**src/rtl/stream_merge_pkg.sv**
```systemverilog
// stream_merge_pkg: shared constants for the stream_merge block.
// Contents: source-tag constants SRC_S1/SRC_S2 and the last-grant state encoding last_t.
package stream_merge_pkg;
    localparam logic SRC_S1 = 1'b0;
    localparam logic SRC_S2 = 1'b1;
    typedef enum logic {LAST1 = 1'b0, LAST2 = 1'b1} last_t;
endpackage

```
**src/rtl/stream_merge_if.sv**
```systemverilog
// stream_merge_if: valid/rdy/data stream bundle used by stream_merge.
// Ports: valid (master->slave), data [W-1:0] (master->slave), rdy (slave->master).
interface stream_merge_if #(parameter int W = 128);
    logic         valid;
    logic         rdy;
    logic [W-1:0] data;
    modport master (output valid, output data, input rdy);
    modport slave (input valid, input data, output rdy);
endinterface

```
**src/rtl/stream_merge_rr_arb.sv**
```systemverilog
// stream_merge_rr_arb: 2-way round-robin grant with a 1-bit last-grant register.
// Ports: clk, rst (sync, active-high), take (output slot can accept),
//        req1/req2 (source valids), gnt1/gnt2 (one-hot grants, used directly as source rdy).
module stream_merge_rr_arb
    import stream_merge_pkg::*;
(
    input  logic clk,
    input  logic rst,
    input  logic take,
    input  logic req1,
    input  logic req2,
    output logic gnt1,
    output logic gnt2
);
    last_t last;
    // Grants look only at valids and the last-grant state, never at data.
    always_comb begin
        gnt1 = ~rst & take & req1 & (~req2 | (last == LAST2));
        gnt2 = ~rst & take & req2 & (~req1 | (last == LAST1));
    end
    always_ff @(posedge clk) begin
        if (rst) last <= LAST2;
        else if (gnt1) last <= LAST1;
        else if (gnt2) last <= LAST2;
    end
endmodule

```
**src/rtl/stream_merge.sv**
```systemverilog
// stream_merge: merges two valid/rdy streams into one through a single registered slot.
// Ports: clk, rst (sync, active-high), s1i/s2i (slave streams), so (master stream),
//        so_src (tag of so.data: 0 = source 1, 1 = source 2), cnt1/cnt2 (delivered-beat counts).
// Macro STREAM_MERGE_CNT_EN: enables saturating delivered-beat counters; otherwise cnt1/cnt2 are 0.
module stream_merge
    import stream_merge_pkg::*;
#(
    parameter int W  = 128,
    parameter int CW = 32
)
(
    input  logic              clk,
    input  logic              rst,
    stream_merge_if.slave     s1i,
    stream_merge_if.slave     s2i,
    stream_merge_if.master    so,
    output logic              so_src,
    output logic [CW-1:0]     cnt1,
    output logic [CW-1:0]     cnt2
);
    logic         take, gnt1, gnt2, valid_q, src_q;
    logic [W-1:0] data_q;
    // The slot can be refilled when empty or being drained this cycle.
    assign take = ~valid_q | so.rdy;
    stream_merge_rr_arb u_arb (
        .clk  (clk),
        .rst  (rst),
        .take (take),
        .req1 (s1i.valid),
        .req2 (s2i.valid),
        .gnt1 (gnt1),
        .gnt2 (gnt2)
    );
    assign s1i.rdy = gnt1;
    assign s2i.rdy = gnt2;
    always_ff @(posedge clk) begin
        if (rst) begin
            valid_q <= 1'b0;
            data_q  <= '0;
            src_q   <= SRC_S1;
        end else if (take) begin
            valid_q <= gnt1 | gnt2;
            if (gnt1 | gnt2) begin
                data_q <= gnt2 ? s2i.data : s1i.data;
                src_q  <= gnt2 ? SRC_S2 : SRC_S1;
            end
        end
    end
    assign so.valid = valid_q;
    assign so.data  = data_q;
    assign so_src   = src_q;
`ifdef STREAM_MERGE_CNT_EN
    logic [CW-1:0] c1, c2;
    logic          out_xfer;
    assign out_xfer = valid_q & so.rdy;
    always_ff @(posedge clk) begin
        if (rst) begin
            c1 <= '0;
            c2 <= '0;
        end else if (out_xfer) begin
            if (src_q == SRC_S1 && ~&c1) c1 <= c1 + 1'b1;
            if (src_q == SRC_S2 && ~&c2) c2 <= c2 + 1'b1;
        end
    end
    assign cnt1 = c1;
    assign cnt2 = c2;
`else
    assign cnt1 = '0;
    assign cnt2 = '0;
`endif
endmodule
```
**src/flat_wrapper.sv**
```systemverilog
// flat-port wrapper written by rule: the top's interface ports become plain ports
module stream_merge_flat import stream_merge_pkg::*;
#(
    parameter int W  = 128,
    parameter int CW = 32
)
  (clk, rst, so_src, cnt1, cnt2, s1i_valid, s1i_data, s1i_rdy, s2i_valid, s2i_data, s2i_rdy, so_valid, so_data, so_rdy);
  stream_merge_if #(.W(W)) s1i_i ();
  stream_merge_if #(.W(W)) s2i_i ();
  stream_merge_if #(.W(W)) so_i ();
  input  logic clk;
  input  logic rst;
  output logic so_src;
  output logic [CW-1:0] cnt1;
  output logic [CW-1:0] cnt2;
  input wire logic [$bits(s1i_i.valid)-1:0] s1i_valid;
  input wire logic [$bits(s1i_i.data)-1:0] s1i_data;
  output wire logic [$bits(s1i_i.rdy)-1:0] s1i_rdy;
  input wire logic [$bits(s2i_i.valid)-1:0] s2i_valid;
  input wire logic [$bits(s2i_i.data)-1:0] s2i_data;
  output wire logic [$bits(s2i_i.rdy)-1:0] s2i_rdy;
  output wire logic [$bits(so_i.valid)-1:0] so_valid;
  output wire logic [$bits(so_i.data)-1:0] so_data;
  input wire logic [$bits(so_i.rdy)-1:0] so_rdy;
  assign s1i_i.valid = s1i_valid;
  assign s1i_i.data = s1i_data;
  assign s1i_rdy = s1i_i.rdy;
  assign s2i_i.valid = s2i_valid;
  assign s2i_i.data = s2i_data;
  assign s2i_rdy = s2i_i.rdy;
  assign so_valid = so_i.valid;
  assign so_data = so_i.data;
  assign so_i.rdy = so_rdy;
  stream_merge #(.W(W), .CW(CW)) u_core (.clk(clk), .rst(rst), .s1i(s1i_i), .s2i(s2i_i), .so(so_i), .so_src(so_src), .cnt1(cnt1), .cnt2(cnt2));
endmodule
```
**config.mk**
```make
export PLATFORM = sky130hd
export DESIGN_NAME = stream_merge_flat
export DESIGN_NICKNAME = d
export VERILOG_FILES = /design/src/rtl/stream_merge_pkg.sv /design/src/rtl/stream_merge_if.sv /design/src/rtl/stream_merge_rr_arb.sv /design/src/rtl/stream_merge.sv /design/src/flat_wrapper.sv
export SDC_FILE = /design/constraint.sdc
export NUM_CORES = 1
export LEC_CHECK = 0
export BUFFER_PORTS_ARGS = -buffer_cell sky130_fd_sc_hd__buf_4
export CORE_MARGIN = 5
export CORE_UTILIZATION = 30
export CTS_CLUSTER_DIAMETER = 80
export CTS_CLUSTER_SIZE = 8
export DETAILED_ROUTE_END_ITERATION = 8
export HOLD_SLACK_MARGIN = 0.05
export PLACE_DENSITY_LB_ADDON = 0.15
export SYNTH_ARGS = -nofsm -noshare
export SYNTH_HDL_FRONTEND = slang
export SYNTH_SLANG_ARGS = --single-unit
```
**constraint.sdc**
```tcl
create_clock -name clk -period 2.1 [get_ports clk]
set_input_delay 0 -clock clk [delete_from_list [all_inputs] [get_ports clk]]
set_output_delay 0 -clock clk [all_outputs]
set_load 0.005 [all_outputs]
```
; After elaboration in Yosys (flattened, before gate mapping)
; Cells that the tools add are included.
[classes]
div_mod_pow = 0
addsub = 0
n_mul = 0
n_shift = 0
reduce_logical = 2
n_lt_le_gt_ge = 0
mux = 4
eq_ne = 0
bitwise_logic = 14
[ops]
columns = operator, n
row1 = 128-bit two-way mux, 1
row2 = 1-bit bitwise AND, 5
row3 = 1-bit inverter, 5
row4 = 1-bit OR, 4
row5 = 1-bit two-way mux, 3
row6 = 2-bit AND reduction, 1
row7 = 2-bit nonzero test, 1
[totals]
word_cells = 24
reg_bits = 131
ramBits = 0
memories = 0
output_inout_bits = 196
latch_bits = 0
mem_bits_ro = 0

; Depth between registers and ports, before layout
[logic_depth]
ltp_word = 7
depth_mapped = 6
mapped_depth_nobuf = 3

; By module
; Synthesis repeated with hierarchy kept, for this count alone.
[unflattened]
hier_cells = 669
area_unflattened_um2 = 7098.1
[modules_own_cells]
columns = module, seq_area_each_um2, cells_each, area_per_inst_um2, n_inst
row1 = stream_merge, 2602.5, 660, 7026.7, 1
row2 = stream_merge_rr_arb, 20.0, 9, 71.3, 1

; Least setup slack after synthesis
; OpenSTA, ideal clock, no wires.
[synth_path]
kind = reg-to-reg
startpoint = reg u_core.valid_q, in the netlist u_core.so.valid
endpoint = reg u_core.data_q[101], in the netlist u_core.so.data[101]
path_stages_with_launch = 6
path_slack_ps = 577
period_less_slack_ps = 1523
arrival_time_ps = 1433
path_cell_list = dfxtp_1 -> nor2b_4 -> buf_8 -> buf_6 -> or4_1 -> a311oi_1
[synth_via]
elab_chain_cells = 7
word_cells_on_any_way = 10
cone_classes = 1 x mux / 8 x bitwise / 1 x reduce/logical
[synth_lines]
columns = item, line_no
row1 = "start, declared", stream_merge.sv:21  ; logic take, gnt1, gnt2, valid_q, src_q;
row2 = "start signal, assigned", stream_merge.sv:42  ; valid_q <= gnt1 | gnt2;
row3 = 1-bit inverter (*), stream_merge.sv:24  ; assign take = ~valid_q | so.rdy;
row4 = 1-bit OR (*), stream_merge.sv:24
row5 = 1-bit bitwise AND, "stream_merge_rr_arb.sv:18, stream_merge_rr_arb.sv:19"
row6 = 1-bit bitwise AND (on tied branches) (2 in series), "stream_merge_rr_arb.sv:18, stream_merge_rr_arb.sv:19"
row7 = 1-bit OR, stream_merge.sv:43  ; if (gnt1 | gnt2) begin
row8 = 2-bit AND reduction (no source line), --
row9 = "end signal, assigned", stream_merge.sv:44  ; data_q <= gnt2 ? s2i.data : s1i.data;
row10 = "end, declared", stream_merge.sv:22  ; logic [W-1:0] data_q;
; Mark *: on every way between the ends. The rest lies on a longest branch, timed or not.
; A chain may end at the register's enable or synchronous reset.

; Worst setup path in the final report
[layout_path]
startpoint = reg u_core.valid_q, in the netlist u_core.so.valid
endpoint = reg u_core.data_q[103], in the netlist u_core.so.data[103]
; The elaborated chain is that of the path after synthesis.

==> out/summary.txt <==
DP HPWL: 23,400 um
Congestion Overflow GR: 0
PortBufs: 392
minimum clock period after layout: 1840 ps
share of power burned in registers: 32.6%
cell chain of the critical path: nor2b_4 -> buf_12 -> buf_4 -> or4_1 -> a311oi_1
slowest cell on the critical path: or4_1
Max Clk Rate: 543 MHz
CP Capture Type: flop
sequential area share after synthesis: 30.4%
worst-margin pin slew: 688 ps
RSZ-0062 raised after global routing: no
Switching Share: 29.2%
DRC violations left: 0
Comb pwr share: 28.6%
die extent in y: 179 um
largest net degree at the start of global routing: 103
Clock Power Share: 38.8%
status: finished clean
initial antenna violation count: 2
chip width: 179 um
clk slew on worst S/H paths: 70 ps
routed len/inst: 20.2 um
Synth area leader: dfxtp_1
GP Congestion: 0.768
NumNets Final: 1,819
Fill cells: 2,640
Reg-to-Reg Start: u_core.so.valid
final period utilization: 87.7%
Area Growth Syn to Fin: 70.2%
Overall Power: 0.00861 W
htree depth: 4
TritonCTS buffer count: 17
leak pwr: 5.80 nW
vias in the first global route: 10,806
max-cap check violation count: 0
Worst EP arrival: 2150 ps
DIE AREA: 32,200 um2
area of the multi-input gates: 4820 um2
Final setup violation count: 0
post-synthesis sequential element count: 131
Hold Path Class: input pin to flop
Internal: 0.00610 W
Gate Count Post-Synth: 1,035
Final Hold Viols: 0
Clock Tree Root: clkbuf_16
Slew Viols, Final: 0
routed vias: 11,200
Buf/Inv on CP: 2
fin cells: 1,954
global-route wire length before repair: 61,100 um
Synth Warn #: 0
Reg area: 2620 um2
PD cells: 588 nW/um2
max incr delay on CP: 500 ps
setup TNS: 0 ps
fraction of layout cells with a size suffix above 1: 29.8%
Hold Slack: 120 ps
skew final: 14.9 ps
Setup CP Type: flop to flop
Core ar.: 28,500 um2
CTS tree: built
syn avg cell area: 8.32 um2
CP top delay family: simple AND/OR/NAND/NOR gates
Net Sw Power: 0.00251 W
top post-synthesis cells by area: dfxtp_1 30%, a311oi_1 13%, o41ai_1 13%, or4_1 11%, a31oi_1 9.3%
Antenna Nets Post-Route: 0
GRT Total Usage: 22.6%
DRT iter0 DRCs: 795
crit-path max FO: 36
final wirelength: 39,400 um
CTS Buffer Depth: 2
post-synthesis cell area: 8610 um2
DR vias/cell: 5.73
VDD IR max: 0.504 mV
clock latency on the worst-skew pair: 420 ps
Initial Util: 30.2%
slew margin rel.: 53.5%
Synth top area share: 30.4%
floorplan row count: 62
Inst Count DP: 1,666
clk sink count: 131
Startpoint Class: flop
worst hold start: rst
library cells used by synthesis: 25
postcts setup bufs: 0
Critical path origin: u_core.so.valid
total iterations of the first detailed-routing run: 5
I/O pins: 457
WP data required: 2400 ps
[flip-flops by register name, summed over array words and instances, names as in the netlist]
register           cells
u_core.so.data       128
u_core.so.valid        1
u_core.so_src          1
u_core.u_arb.last      1
[metrics by stage]
step,setup WS (ps),utilization [%],instance area (um2)
3_5_place_dp,316,40.1,11400
6_report,259,51.3,14700
2_1_floorplan,577,-,8850
4_1_cts,242,51.3,14700
5_1_grt,173,51.3,14700
3_3_place_gp,369,40.1,11400
[synthesized netlist by cell type (all sizes together)]
cell / number
a311oi: 128
conb: 1
o41ai: 128
o211ai: 1
nand2b: 1
inv: 4
buf: 126
o21ai: 1
and2: 1
or2: 1
o2111a: 1
clkbuf: 122
o21a: 1
dfxtp: 131
a31oi: 128
nand2: 129
or4: 129
and3: 1
nor2b: 1
[final timing paths]
check	cells past startpoint	slack [ps]	to
setup / recovery	5	260	u_core.so.data[103]
hold / removal	2	120	u_core.so.data[17]
setup reg to reg	5	260	u_core.so.data[103]
hold reg to reg	2	470	u_core.so_src
[layout by cell type, fill, tap and decap left out]
cell type and count:
nor2b_4 1, o21ai_0 1, a311oi_1 128, or2_4 1
o2111a_1 1, nand2_1 129, dlygate4sd3_1 257, and2_4 1
clkinv_4 3, buf_8 1, nand2b_4 1, inv_1 2
clkinvlp_4 3, bufinv_16 5, buf_12 20, diode_2 1
or4_1 129, a31oi_1 128, o41ai_1 128, inv_4 2
and3_4 1, buf_4 411, inv_6 1, clkbuf_16 17
clkbuf_1 1, dfxtp_1 131, conb_1 64, o21a_1 1
o211ai_1 1
[worst reg2reg max path, stage by stage, from the launching register on]
cell,delay (ps)
dfxtp_1,340
nor2b_4,150
buf_12,160
buf_4,230
or4_1,510
a311oi_1,350
[repair_timing]
item                                   CTS  global route
hold buffers                           257             0
gates resized for setup                  0             0
endpoints found under the hold margin  130             0
[power groups by stage]
| stage | combinational, W | sequential [W] | clock (W) |
|---|---|---|---|
| 2_1_floorplan | 0.00110 | 0.00287 | 0 |
| 3_3_place_gp | 0.00205 | 0.00286 | 0 |
| 3_5_place_dp | 0.00205 | 0.00286 | 0 |
| 4_1_cts | 0.00245 | 0.00281 | 0.00342 |
| 5_1_grt | 0.00266 | 0.00283 | 0.00350 |
| 6_report | 0.00246 | 0.00281 | 0.00334 |
[logic make-up (layout without fill, tap and decap cells)]
logic type	Yosys count	count (layout)	share of synthesized area, %
other	1	65	0.0435
DFF	131	131	30.4
buffers and inverters	252	723	16.5
AOI/OAI and AO/OA	388	388	35.7
and+or+nand+nor	263	263	17.3
[final cells by class]
cell class / count / area share [%]
timing repair buffer: 689 / 41.4
multi-input combinational: 715 / 32.9
sequential: 131 / 17.9
tap: 384 / 3.28
clock buffer: 18 / 2.93
clock inverter: 12 / 1.42
inverter: 4 / 0.137
antenna: 1 / 0.0171
[routing by layer]
layer,global-route usage [%],vias up,wire length (um)
li1,-,5209,-
met1,28.9,5309,16200
met2,36.8,579,18700
met3,4.93,101,2870
met4,9.69,2,1580
met5,0,-,20
Note: power is estimated with default switching activity, not from simulation.
